File: src/rtl/uart_cmd_ctrl.sv
// uart_cmd_ctrl: command sequencer between a 7-bit host command bus and a UART
// TX engine / prescaler.
//   clk, reset            : clock, synchronous active-high reset
//   io_in7, cmd_stb       : {payload[4:0], cmd[1:0]}, accepted on cmd_stb 0->1
//   tx_data/valid/ready   : byte offer to the TX engine (one-entry hold behind it)
//   tx_busy               : TX engine mid-frame; blocks divisor commit
//   prediv, cfg           : committed divisor, {stop2, parity_odd, parity_en}
//   io_resetCommandStrobe : one-cycle pulse on the CONFIG-reset command
//   io_out8               : registered status/readback mux
// Optional: define UART_CMD_TIMEOUT_EN to drop a stale low nibble after a timeout.
module uart_cmd_ctrl #(
    parameter int unsigned PREDIV_W  = 8,
    parameter logic [7:0]  RESET_DIV = 8'd1,
    parameter int unsigned TIMEOUT_W = 8
) (
    input  logic                clk,
    input  logic                reset,
    input  logic [6:0]          io_in7,
    input  logic                cmd_stb,
    output logic [7:0]          tx_data,
    output logic                tx_valid,
    input  logic                tx_ready,
    input  logic                tx_busy,
    output logic [PREDIV_W-1:0] prediv,
    output logic [2:0]          cfg,
    output logic                io_resetCommandStrobe,
    output logic [7:0]          io_out8
);

    if (PREDIV_W != 8) begin : g_bad_prediv_w
        $error("uart_cmd_ctrl: PREDIV_W must be 8");
    end
    if (TIMEOUT_W < 1) begin : g_bad_timeout_w
        $error("uart_cmd_ctrl: TIMEOUT_W must be at least 1");
    end

    typedef enum logic [1:0] {CMD_DATA, CMD_CONFIG, CMD_PREDIV, CMD_SPARE} cmd_e;
    typedef enum logic {TX_IDLE, TX_OFFER} tx_state_e;

    tx_state_e     tx_state_q, tx_state_d;
    logic          stb_q, stb_d;
    logic [3:0]    data_lo_q, data_lo_d;
    logic          lo_held_q, lo_held_d;
    logic [7:0]    tx_data_q, tx_data_d;
    logic [7:0]    hold_q, hold_d;
    logic          hold_full_q, hold_full_d;
    logic          overrun_q, overrun_d;
    logic          illegal_q, illegal_d;
    logic [2:0]    cfg_q, cfg_d;
    logic [1:0]    out_sel_q, out_sel_d;
    logic [7:0]    shadow_q, shadow_d;
    logic          pending_q, pending_d;
    logic [7:0]    prediv_q, prediv_d;
    logic          rst_strobe_q, rst_strobe_d;
    logic [7:0]    cmd_cnt_q, cmd_cnt_d;
    logic [7:0]    io_out8_q, io_out8_d;
`ifdef UART_CMD_TIMEOUT_EN
    logic [TIMEOUT_W-1:0] to_q, to_d;
`endif

    logic       accept;
    logic       tx_accept;
    logic       cfg_rst;
    cmd_e       cmd;
    logic [4:0] p;
    logic [7:0] new_byte;

    assign accept    = cmd_stb && !stb_q;
    assign cmd       = cmd_e'(io_in7[1:0]);
    assign p         = io_in7[6:2];
    assign new_byte  = {p[3:0], data_lo_q};
    assign tx_accept = (tx_state_q == TX_OFFER) && tx_ready;

    always_comb begin
        stb_d        = cmd_stb;
        tx_state_d   = tx_state_q;
        data_lo_d    = data_lo_q;
        lo_held_d    = lo_held_q;
        tx_data_d    = tx_data_q;
        hold_d       = hold_q;
        hold_full_d  = hold_full_q;
        overrun_d    = overrun_q;
        illegal_d    = illegal_q;
        cfg_d        = cfg_q;
        out_sel_d    = out_sel_q;
        shadow_d     = shadow_q;
        pending_d    = pending_q;
        prediv_d     = prediv_q;
        rst_strobe_d = 1'b0;
        cmd_cnt_d    = cmd_cnt_q;
        cfg_rst      = 1'b0;
`ifdef UART_CMD_TIMEOUT_EN
        to_d         = to_q;
        // A DATA command in the same cycle wins over expiry.
        if (lo_held_q && !(accept && cmd == CMD_DATA)) begin
            if (to_q == '0) begin
                lo_held_d = 1'b0;
                illegal_d = 1'b1;
            end else begin
                to_d = to_q - 1'b1;
            end
        end
`endif

        // Divisor commit only between frames; a zero divisor is forced to 1.
        if (pending_q && !tx_busy && (tx_state_q == TX_IDLE)) begin
            prediv_d  = (shadow_q == '0) ? 8'd1 : shadow_q;
            pending_d = 1'b0;
        end

        // Drain first so an enqueue in the same cycle sees the freed slot.
        if (tx_accept) begin
            if (hold_full_q) begin
                tx_data_d   = hold_q;
                hold_full_d = 1'b0;
            end else begin
                tx_state_d  = TX_IDLE;
            end
        end

        if (accept) begin
            cmd_cnt_d = cmd_cnt_q + 8'd1;
            unique case (cmd)
                CMD_DATA: begin
                    if (!p[4]) begin
                        data_lo_d = p[3:0];
                        lo_held_d = 1'b1;
`ifdef UART_CMD_TIMEOUT_EN
                        to_d      = '1;
`endif
                    end else if (lo_held_q) begin
                        lo_held_d = 1'b0;
                        if (tx_state_d == TX_IDLE) begin
                            tx_data_d  = new_byte;
                            tx_state_d = TX_OFFER;
                        end else if (!hold_full_d) begin
                            hold_d      = new_byte;
                            hold_full_d = 1'b1;
                        end else begin
                            overrun_d = 1'b1;
                        end
                    end else begin
                        illegal_d = 1'b1;
                    end
                end
                CMD_CONFIG: begin
                    unique case (p[4:3])
                        2'b00: cfg_d     = p[2:0];
                        2'b01: out_sel_d = p[1:0];
                        2'b10: begin
                            overrun_d = 1'b0;
                            illegal_d = 1'b0;
                        end
                        default: begin
                            if (p == 5'b11000) cfg_rst   = 1'b1;
                            else               illegal_d = 1'b1;
                        end
                    endcase
                end
                CMD_PREDIV: begin
                    if (!p[4]) begin
                        shadow_d[3:0] = p[3:0];
                    end else begin
                        shadow_d[7:4] = p[3:0];
                        pending_d     = 1'b1;
                    end
                end
                CMD_SPARE: illegal_d = 1'b1;
            endcase
        end

        // CONFIG-reset overrides every other update made above.
        if (cfg_rst) begin
            rst_strobe_d = 1'b1;
            cfg_d        = '0;
            overrun_d    = 1'b0;
            illegal_d    = 1'b0;
            shadow_d     = '0;
            pending_d    = 1'b0;
            prediv_d     = RESET_DIV;
            tx_state_d   = TX_IDLE;
            tx_data_d    = '0;
            hold_full_d  = 1'b0;
            lo_held_d    = 1'b0;
        end

        unique case (out_sel_q)
            2'd0: io_out8_d = {overrun_q, illegal_q, hold_full_q, tx_busy, pending_q, cfg_q};
            2'd1: io_out8_d = prediv_q;
            2'd2: io_out8_d = tx_data_q;
            default: io_out8_d = cmd_cnt_q;
        endcase
    end

    always_ff @(posedge clk) begin
        if (reset) begin
            tx_state_q   <= TX_IDLE;
            stb_q        <= 1'b0;
            data_lo_q    <= '0;
            lo_held_q    <= 1'b0;
            tx_data_q    <= '0;
            hold_q       <= '0;
            hold_full_q  <= 1'b0;
            overrun_q    <= 1'b0;
            illegal_q    <= 1'b0;
            cfg_q        <= '0;
            out_sel_q    <= '0;
            shadow_q     <= '0;
            pending_q    <= 1'b0;
            prediv_q     <= RESET_DIV;
            rst_strobe_q <= 1'b0;
            cmd_cnt_q    <= '0;
            io_out8_q    <= '0;
`ifdef UART_CMD_TIMEOUT_EN
            to_q         <= '0;
`endif
        end else begin
            tx_state_q   <= tx_state_d;
            stb_q        <= stb_d;
            data_lo_q    <= data_lo_d;
            lo_held_q    <= lo_held_d;
            tx_data_q    <= tx_data_d;
            hold_q       <= hold_d;
            hold_full_q  <= hold_full_d;
            overrun_q    <= overrun_d;
            illegal_q    <= illegal_d;
            cfg_q        <= cfg_d;
            out_sel_q    <= out_sel_d;
            shadow_q     <= shadow_d;
            pending_q    <= pending_d;
            prediv_q     <= prediv_d;
            rst_strobe_q <= rst_strobe_d;
            cmd_cnt_q    <= cmd_cnt_d;
            io_out8_q    <= io_out8_d;
`ifdef UART_CMD_TIMEOUT_EN
            to_q         <= to_d;
`endif
        end
    end

    assign tx_data               = tx_data_q;
    assign tx_valid              = (tx_state_q == TX_OFFER);
    assign prediv                = prediv_q;
    assign cfg                   = cfg_q;
    assign io_resetCommandStrobe = rst_strobe_q;
    assign io_out8               = io_out8_q;

endmodule

File: config.mk
export PLATFORM = sky130hd
export DESIGN_NAME = uart_cmd_ctrl
export DESIGN_NICKNAME = d
export VERILOG_FILES = /design/src/rtl/uart_cmd_ctrl.sv
export SDC_FILE = /design/constraint.sdc
export NUM_CORES = 1
export LEC_CHECK = 0
export CORE_ASPECT_RATIO = 1.75
export CORE_MARGIN = 10
export CORE_UTILIZATION = 40
export CTS_BUF_LIST = sky130_fd_sc_hd__clkbuf_4 sky130_fd_sc_hd__clkbuf_8
export DETAILED_ROUTE_END_ITERATION = 8
export REMOVE_ABC_BUFFERS = 1
export SLEW_MARGIN = 20
export SYNTH_ARGS = -nofsm -noshare
export SYNTH_HDL_FRONTEND = slang
export SYNTH_SLANG_ARGS = --single-unit
File: constraint.sdc
create_clock -name clk -period 1.4 [get_ports clk]
set_input_delay 0.21 -clock clk [delete_from_list [all_inputs] [get_ports clk]]
set_output_delay 0.21 -clock clk [all_outputs]
set_load 0.02 [all_outputs]
Word-level counts from Yosys, hierarchy flattened

Index checks and enable logic that the tools add are counted.
W data, S select, Z words.

Reduce and logical (&&, ||, !) cells: 24
Divide/modulo/power cells: 0
Magnitude comparators: 0
Shift operators: 0
Multiplexer cells: 42
Add/sub/neg operators: 1
Equality and inequality tests: 16
$mul: 0
Bitwise gates (word level): 3

Operators by type and width:

| operator              | number |
|---|---|
| $mux W8               | 8 |
| $mux W1               | 30 |
| $pmux W8 S3           | 1 |
| $reduce_and A3 Y1     | 5 |
| $ne A2 B2 Y1 const B  | 6 |
| $reduce_and A6 Y1     | 2 |
| $add A8 B1 Y8 const B | 1 |
| $eq A2 B2 Y1 const B  | 4 |
| $logic_not A8 Y1      | 1 |
| $reduce_and A7 Y1     | 1 |
| $eq A2 B1 Y1 const B  | 3 |
| $logic_not A2 Y1      | 3 |
| $eq A5 B5 Y1 const B  | 1 |
| $logic_and A1 B1 Y1   | 4 |
| $pmux W1 S2           | 2 |
| $reduce_or A2 Y1      | 2 |
| $ne A3 B3 Y1 const B  | 1 |
| $not A1 Y1            | 3 |
| $pmux W1 S3           | 1 |
| $reduce_bool A3 Y1    | 1 |
| $reduce_or A3 Y1      | 1 |
| $logic_not A1 Y1      | 2 |
| $ne A2 B1 Y1 const B  | 1 |
| $reduce_and A2 Y1     | 1 |
| $reduce_bool A2 Y1    | 1 |

Output and inout port bits: 29
RAM bits: 0
Register bits: 65
Logic and storage cells: 104
Latch bits: 0
Input bits: 12
Memories kept: 0
Memory bits (read-only): 0

Depth between registers and ports, before layout

Depth in word-level cells: 7
Gate-level depth with buffers: 6
Depth with buffers taken out: 4

Worst setup path after synthesis

Ideal clock, no wire load.

Kind: register to register
Start point: reg tx_state_q, in the netlist tx_valid
End point: reg tx_data_q[0], in the netlist tx_data[0]
Clock period less this slack: 1450 ps
Slack: -50 ps
Stages on the path, launching flop included: 5
Path buffers: 1
Data arrival time: 1370 ps
Library setup time: 79 ps
Data required time: 1321 ps
Path through: dfxtp_1 buf_2 nand3_1 mux2i_1 a211oi_2

Cells in the longest elaborated chain, start to end: 7
Elaborated cells between the ends (all ways): 9
Classes of those cells: 8 x mux; 1 x reduce/logical

RTL lines:

| what                                           | line    | source |
|---|---|---|
| start, declared                                | 40      | `tx_state_e tx_state_q, tx_state_d;` |
| start signal, assigned                         | 218     | `tx_state_q <= tx_state_d;` |
| $mux W1 or $logic_and A1 B1 Y1 (tied branches) | 113, 72 |  |
| $mux W1 or $mux W8 (tied branches)             | 112     | `if (tx_accept) begin` |
| $mux W8                                        | 133     | `if (tx_state_d == TX_IDLE) begin` |
| $mux W8                                        | 131     | `end else if (lo_held_q) begin` |
| $mux W8                                        | 125     | `if (!p[4]) begin` |
| $mux W8                                        | 123     | `unique case (cmd)` |
| $mux W8 (*)                                    | 121     | `if (accept) begin` |
| end signal, assigned                           | 222     | `tx_data_q <= tx_data_d;` |
| end, declared                                  | 44      | `logic [7:0] tx_data_q, tx_data_d;` |

Mark *: on every way between the ends. The rest lies on a longest branch, timed or not.
A chain may end at the register's enable or synchronous reset.

Worst setup path in the final report

Start point: reg stb_q
End point: reg hold_q[3]

Cells in the longest elaborated chain, start to end: 3

RTL lines:

| what                        | line | source |
|---|---|---|
| start, declared             | 41   | `logic stb_q, stb_d;` |
| start signal, assigned      | 219  | `stb_q <= stb_d;` |
| $logic_not A1 Y1            | 68   | `assign accept = cmd_stb && !stb_q;` |
| $logic_and A1 B1 Y1         | 68   |  |
| $reduce_and A6 Y1 (no line) | -    |  |
| end signal, assigned        | 223  | `hold_q <= hold_d;` |
| end, declared               | 45   | `logic [7:0] hold_q, hold_d;` |

No other way between the ends.

==> impl_metrics.env <==
export IMPL_dpl_cell_area_um2=3548
export IMPL_max_slew_worst_pin_slew_ns=0.3931
export IMPL_cp_arrival_ns=1.61
export IMPL_grt_overflow_total=0
export IMPL_dp_final_hpwl_mm=5.619
export IMPL_worst_r2r_cell_count=5
export IMPL_chip_height_um=131.2
export IMPL_whs_endpoint="stb_q"
export IMPL_design_portCount=41
export IMPL_synth_lib_cells_used_distinct=41
export IMPL_drive_above_1_share=0.2797
export IMPL_floorplan_die_area_um2=10960
export IMPL_syn_inst=273
export IMPL_synth_async_sr_flop_share=0
export IMPL_post_synth_main_area_contributors="sky130_fd_sc_hd__dfxtp_1 46%, sky130_fd_sc_hd__mux2i_1 12%, sky130_fd_sc_hd__mux4_2 6.4%"
export IMPL_synth_area_per_cell_um2=10.36
export IMPL_worstReg2RegStart="stb_q"
export IMPL_synthesis_yosys_warnings=0
export IMPL_critical_path_startpoint_type="register"
export IMPL_hold_crit_start="cmd_stb"
export IMPL_run_status="completed"
export IMPL_finalWorstSetupSlack_ns=0.01604
export IMPL_avgViaCountPerCell=5.189
export IMPL_clock_fmax_ghz=0.7226
export IMPL_synth_enable_flop_cells=0
export IMPL_routed_wirelength_mm=7.624
export IMPL_cap_violations=0
export IMPL_clock_pin_slew_of_the_registers_on_the_worst_case_setup_and_hold_paths_ns=0.07
export IMPL_fill_cells=634
export IMPL_firstDrtPassIters=4
export IMPL_port_buffer_count=40
export IMPL_place_worst_setup_slack_ns=-0.4262
export IMPL_vdd_ir_drop_worst_mv=0.6327
export IMPL_cp_max_fo=8
export IMPL_holdBufCountCts=0
export IMPL_timing_clock_skew_ns=0.008017
export IMPL_cts_root_to_sink_buffers=2
export IMPL_synth_top_cell_area_share=0.4602
export IMPL_timing_setup_critical_path_class="register to register"
export IMPL_area_delta_synth_final_pct=37.26
export IMPL_grt_setup_unrepaired="yes"
export IMPL_wire_per_inst_um=17.41
export IMPL_worst_slew_margin_rel=0.7367
export IMPL_cts_inserted_buffers=9
export IMPL_clk_root_buffer_cell="sky130_fd_sc_hd__clkbuf_8"
export IMPL_tritoncts="built"
export IMPL_finalHoldViolations=0
export IMPL_worst_skew_pair_late_latency_ns=0.35
export IMPL_fin_crit_share=0.9885
export IMPL_grt_antenna_before_repair=0
export IMPL_clkSinkCount=65
export IMPL_required_ns=1.63
export IMPL_stdcell_area_um2=3881
export IMPL_power_leakage_uw=0.001759
export IMPL_antenna_cells=0
export IMPL_vias_in_the_first_global_route=2319
export IMPL_synth_area_um2=2828
export IMPL_global_route_usage_total=0.1372
export IMPL_power_density_nw_per_um2=1022
export IMPL_postSynth_topFlopCell="sky130_fd_sc_hd__dfxtp_1"
export IMPL_drc=0
export IMPL_number_of_failing_setup_endpoints_in_the_final_timing_report=0
export IMPL_timing_hold_worst_path_depth=2
export IMPL_routability_congestion_estimate=0.8323
export IMPL_yosys_reg_bits=65
export IMPL_finish_net_count=362
export IMPL_timing_reg2reg_setup_slack_ns=0.02
export IMPL_grt_pass1_wl_mm=12.12
export IMPL_cts_h_tree_lvls=3
export IMPL_initial_utilization=0.4124
export IMPL_drt_antenna_violating_nets=0
export IMPL_num_vias=2273
export IMPL_synth_yosys_seq_area_share=0.4602
export IMPL_synth_top_area_cell="sky130_fd_sc_hd__dfxtp_1"
export IMPL_r2r_end="hold_q[3]"
export IMPL_coreArea_um2=6857
export IMPL_finalWorstPathRequiredPeriod_ns=1.384
export IMPL_fp_dieW_um=83.56
export IMPL_timing_final_max_slew_violations=0
export IMPL_grt_start_max_net_pins=33
export IMPL_drt_iter0_markers=71
export IMPL_critPathCaptureType="register"
export IMPL_num_rows=40
export IMPL_hold_path_class="input pin to register"
through the flow:
stage,hold slack (ns),std cells,TNS (ns),total power (uW),util
4_1_cts,0.4767,431,-0.2003,3992,0.5465
6_report,0.1973,438,0,3966,0.5661
5_1_grt,0.2001,438,-0.4286,4120,0.5661
3_3_place_gp,0.4620,415,-17.93,2219,0.5175
2_1_floorplan,0.2791,254,-9.065,2043,-
3_5_place_dp,0.4668,415,-18.83,2222,0.5175
registers in the layout (all words and copies together), names as in the netlist:
signal                 cells
tx_valid                   1
cmd_cnt_q                  8
tx_data                    8
stb_q                      1
pending_q                  1
cfg                        3
out_sel_q                  2
illegal_q                  1
overrun_q                  1
io_out8                    8
io_resetCommandStrobe      1
lo_held_q                  1
hold_full_q                1
hold_q                     8
prediv                     8
shadow_q                   8
data_lo_q                  4
per-layer routing:
layer,vias to the layer above,track usage,routed length [um]
li1,1111,-,-
met1,1102,0.1436,3004
met2,47,0.2474,4145
met3,13,0.04270,310
met4,0,0.05047,163
met5,-,0,0
cell usage after synthesis (all sizes together) (6+ instances only):
cell type  number
nand3          10
mux2i          34
a211oi          8
dfxtp          65
buf            11
mux4            8
nor2           47
nand2          13
clkbuf          8
a21oi          11
xor2            6
nor2b          11
worst max-delay path, cell delays in order (launching register included):
cell and delay, ns:
sky130_fd_sc_hd__dfxtp_4 0.37, sky130_fd_sc_hd__nor4b_4 0.23, sky130_fd_sc_hd__buf_6 0.18, sky130_fd_sc_hd__nand4_4 0.20, sky130_fd_sc_hd__mux2i_1 0.22, sky130_fd_sc_hd__nor2_1 0.06
worst max-delay path by stage:
stage,endpoint,from,cells after the start
after floorplan,prediv[0],tx_valid,3
after global placement,hold_q[7],io_in7[1],6
after detailed placement,tx_data[3],io_in7[1],6
after CTS,tx_data[6],stb_q,5
after global routing,hold_q[1],stb_q,5
final,hold_q[3],stb_q,5
area by class of cell:
class | count | area (um2) | share of cell area
Clock buffer | 11 | 145.1 | 0.03740
Clock inverter | 5 | 78.83 | 0.02031
Inverter | 5 | 18.77 | 0.004836
Multi-Input combinational cell | 185 | 1485 | 0.3827
Sequential cell | 65 | 1306 | 0.3366
Tap cell | 84 | 105.1 | 0.02708
Timing Repair Buffer | 83 | 742.0 | 0.1912
cell usage in the layout (no fill, tap or decap), types with 6 or more instances in the layout:
cell                             n
sky130_fd_sc_hd__a211oi_2        8
sky130_fd_sc_hd__xor2_1          6
sky130_fd_sc_hd__nor2b_1        10
sky130_fd_sc_hd__nor2_1         42
sky130_fd_sc_hd__clkbuf_8       10
sky130_fd_sc_hd__a21oi_1        11
sky130_fd_sc_hd__nand3_1        10
sky130_fd_sc_hd__mux4_2          8
sky130_fd_sc_hd__nand2_1        11
sky130_fd_sc_hd__dfxtp_1        63
sky130_fd_sc_hd__buf_4          37
sky130_fd_sc_hd__mux2i_1        34
sky130_fd_sc_hd__dlygate4sd2_1  32
logic make-up after synthesis:
logic type	count (synthesis)	synth area share
muxes	42	0.1841
xor gates and xnor gates	8	0.02478
AOI/OAI and AO/OA	30	0.09160
DFF	65	0.4602
and+or+nand+nor	103	0.1929
adders and majority gates	1	0.004424
buffers and inverters	24	0.04204
repair_timing:
item,CTS,global route
setup endpoints to repair,62,47
resized for setup,37,19
setup buffers,0,6
cloned,0,1
pin swaps,1,9
where the power goes:
group          switching, uW  total, uW  internal [uW]  leakage (uW)
sequential              22.8       1890           1870      0.000526
clock                    713       1780           1070      0.000117
combinational            153        291            138       0.00112
total                    889       3970           3080       0.00176
(Power assumes the default switching activity.)
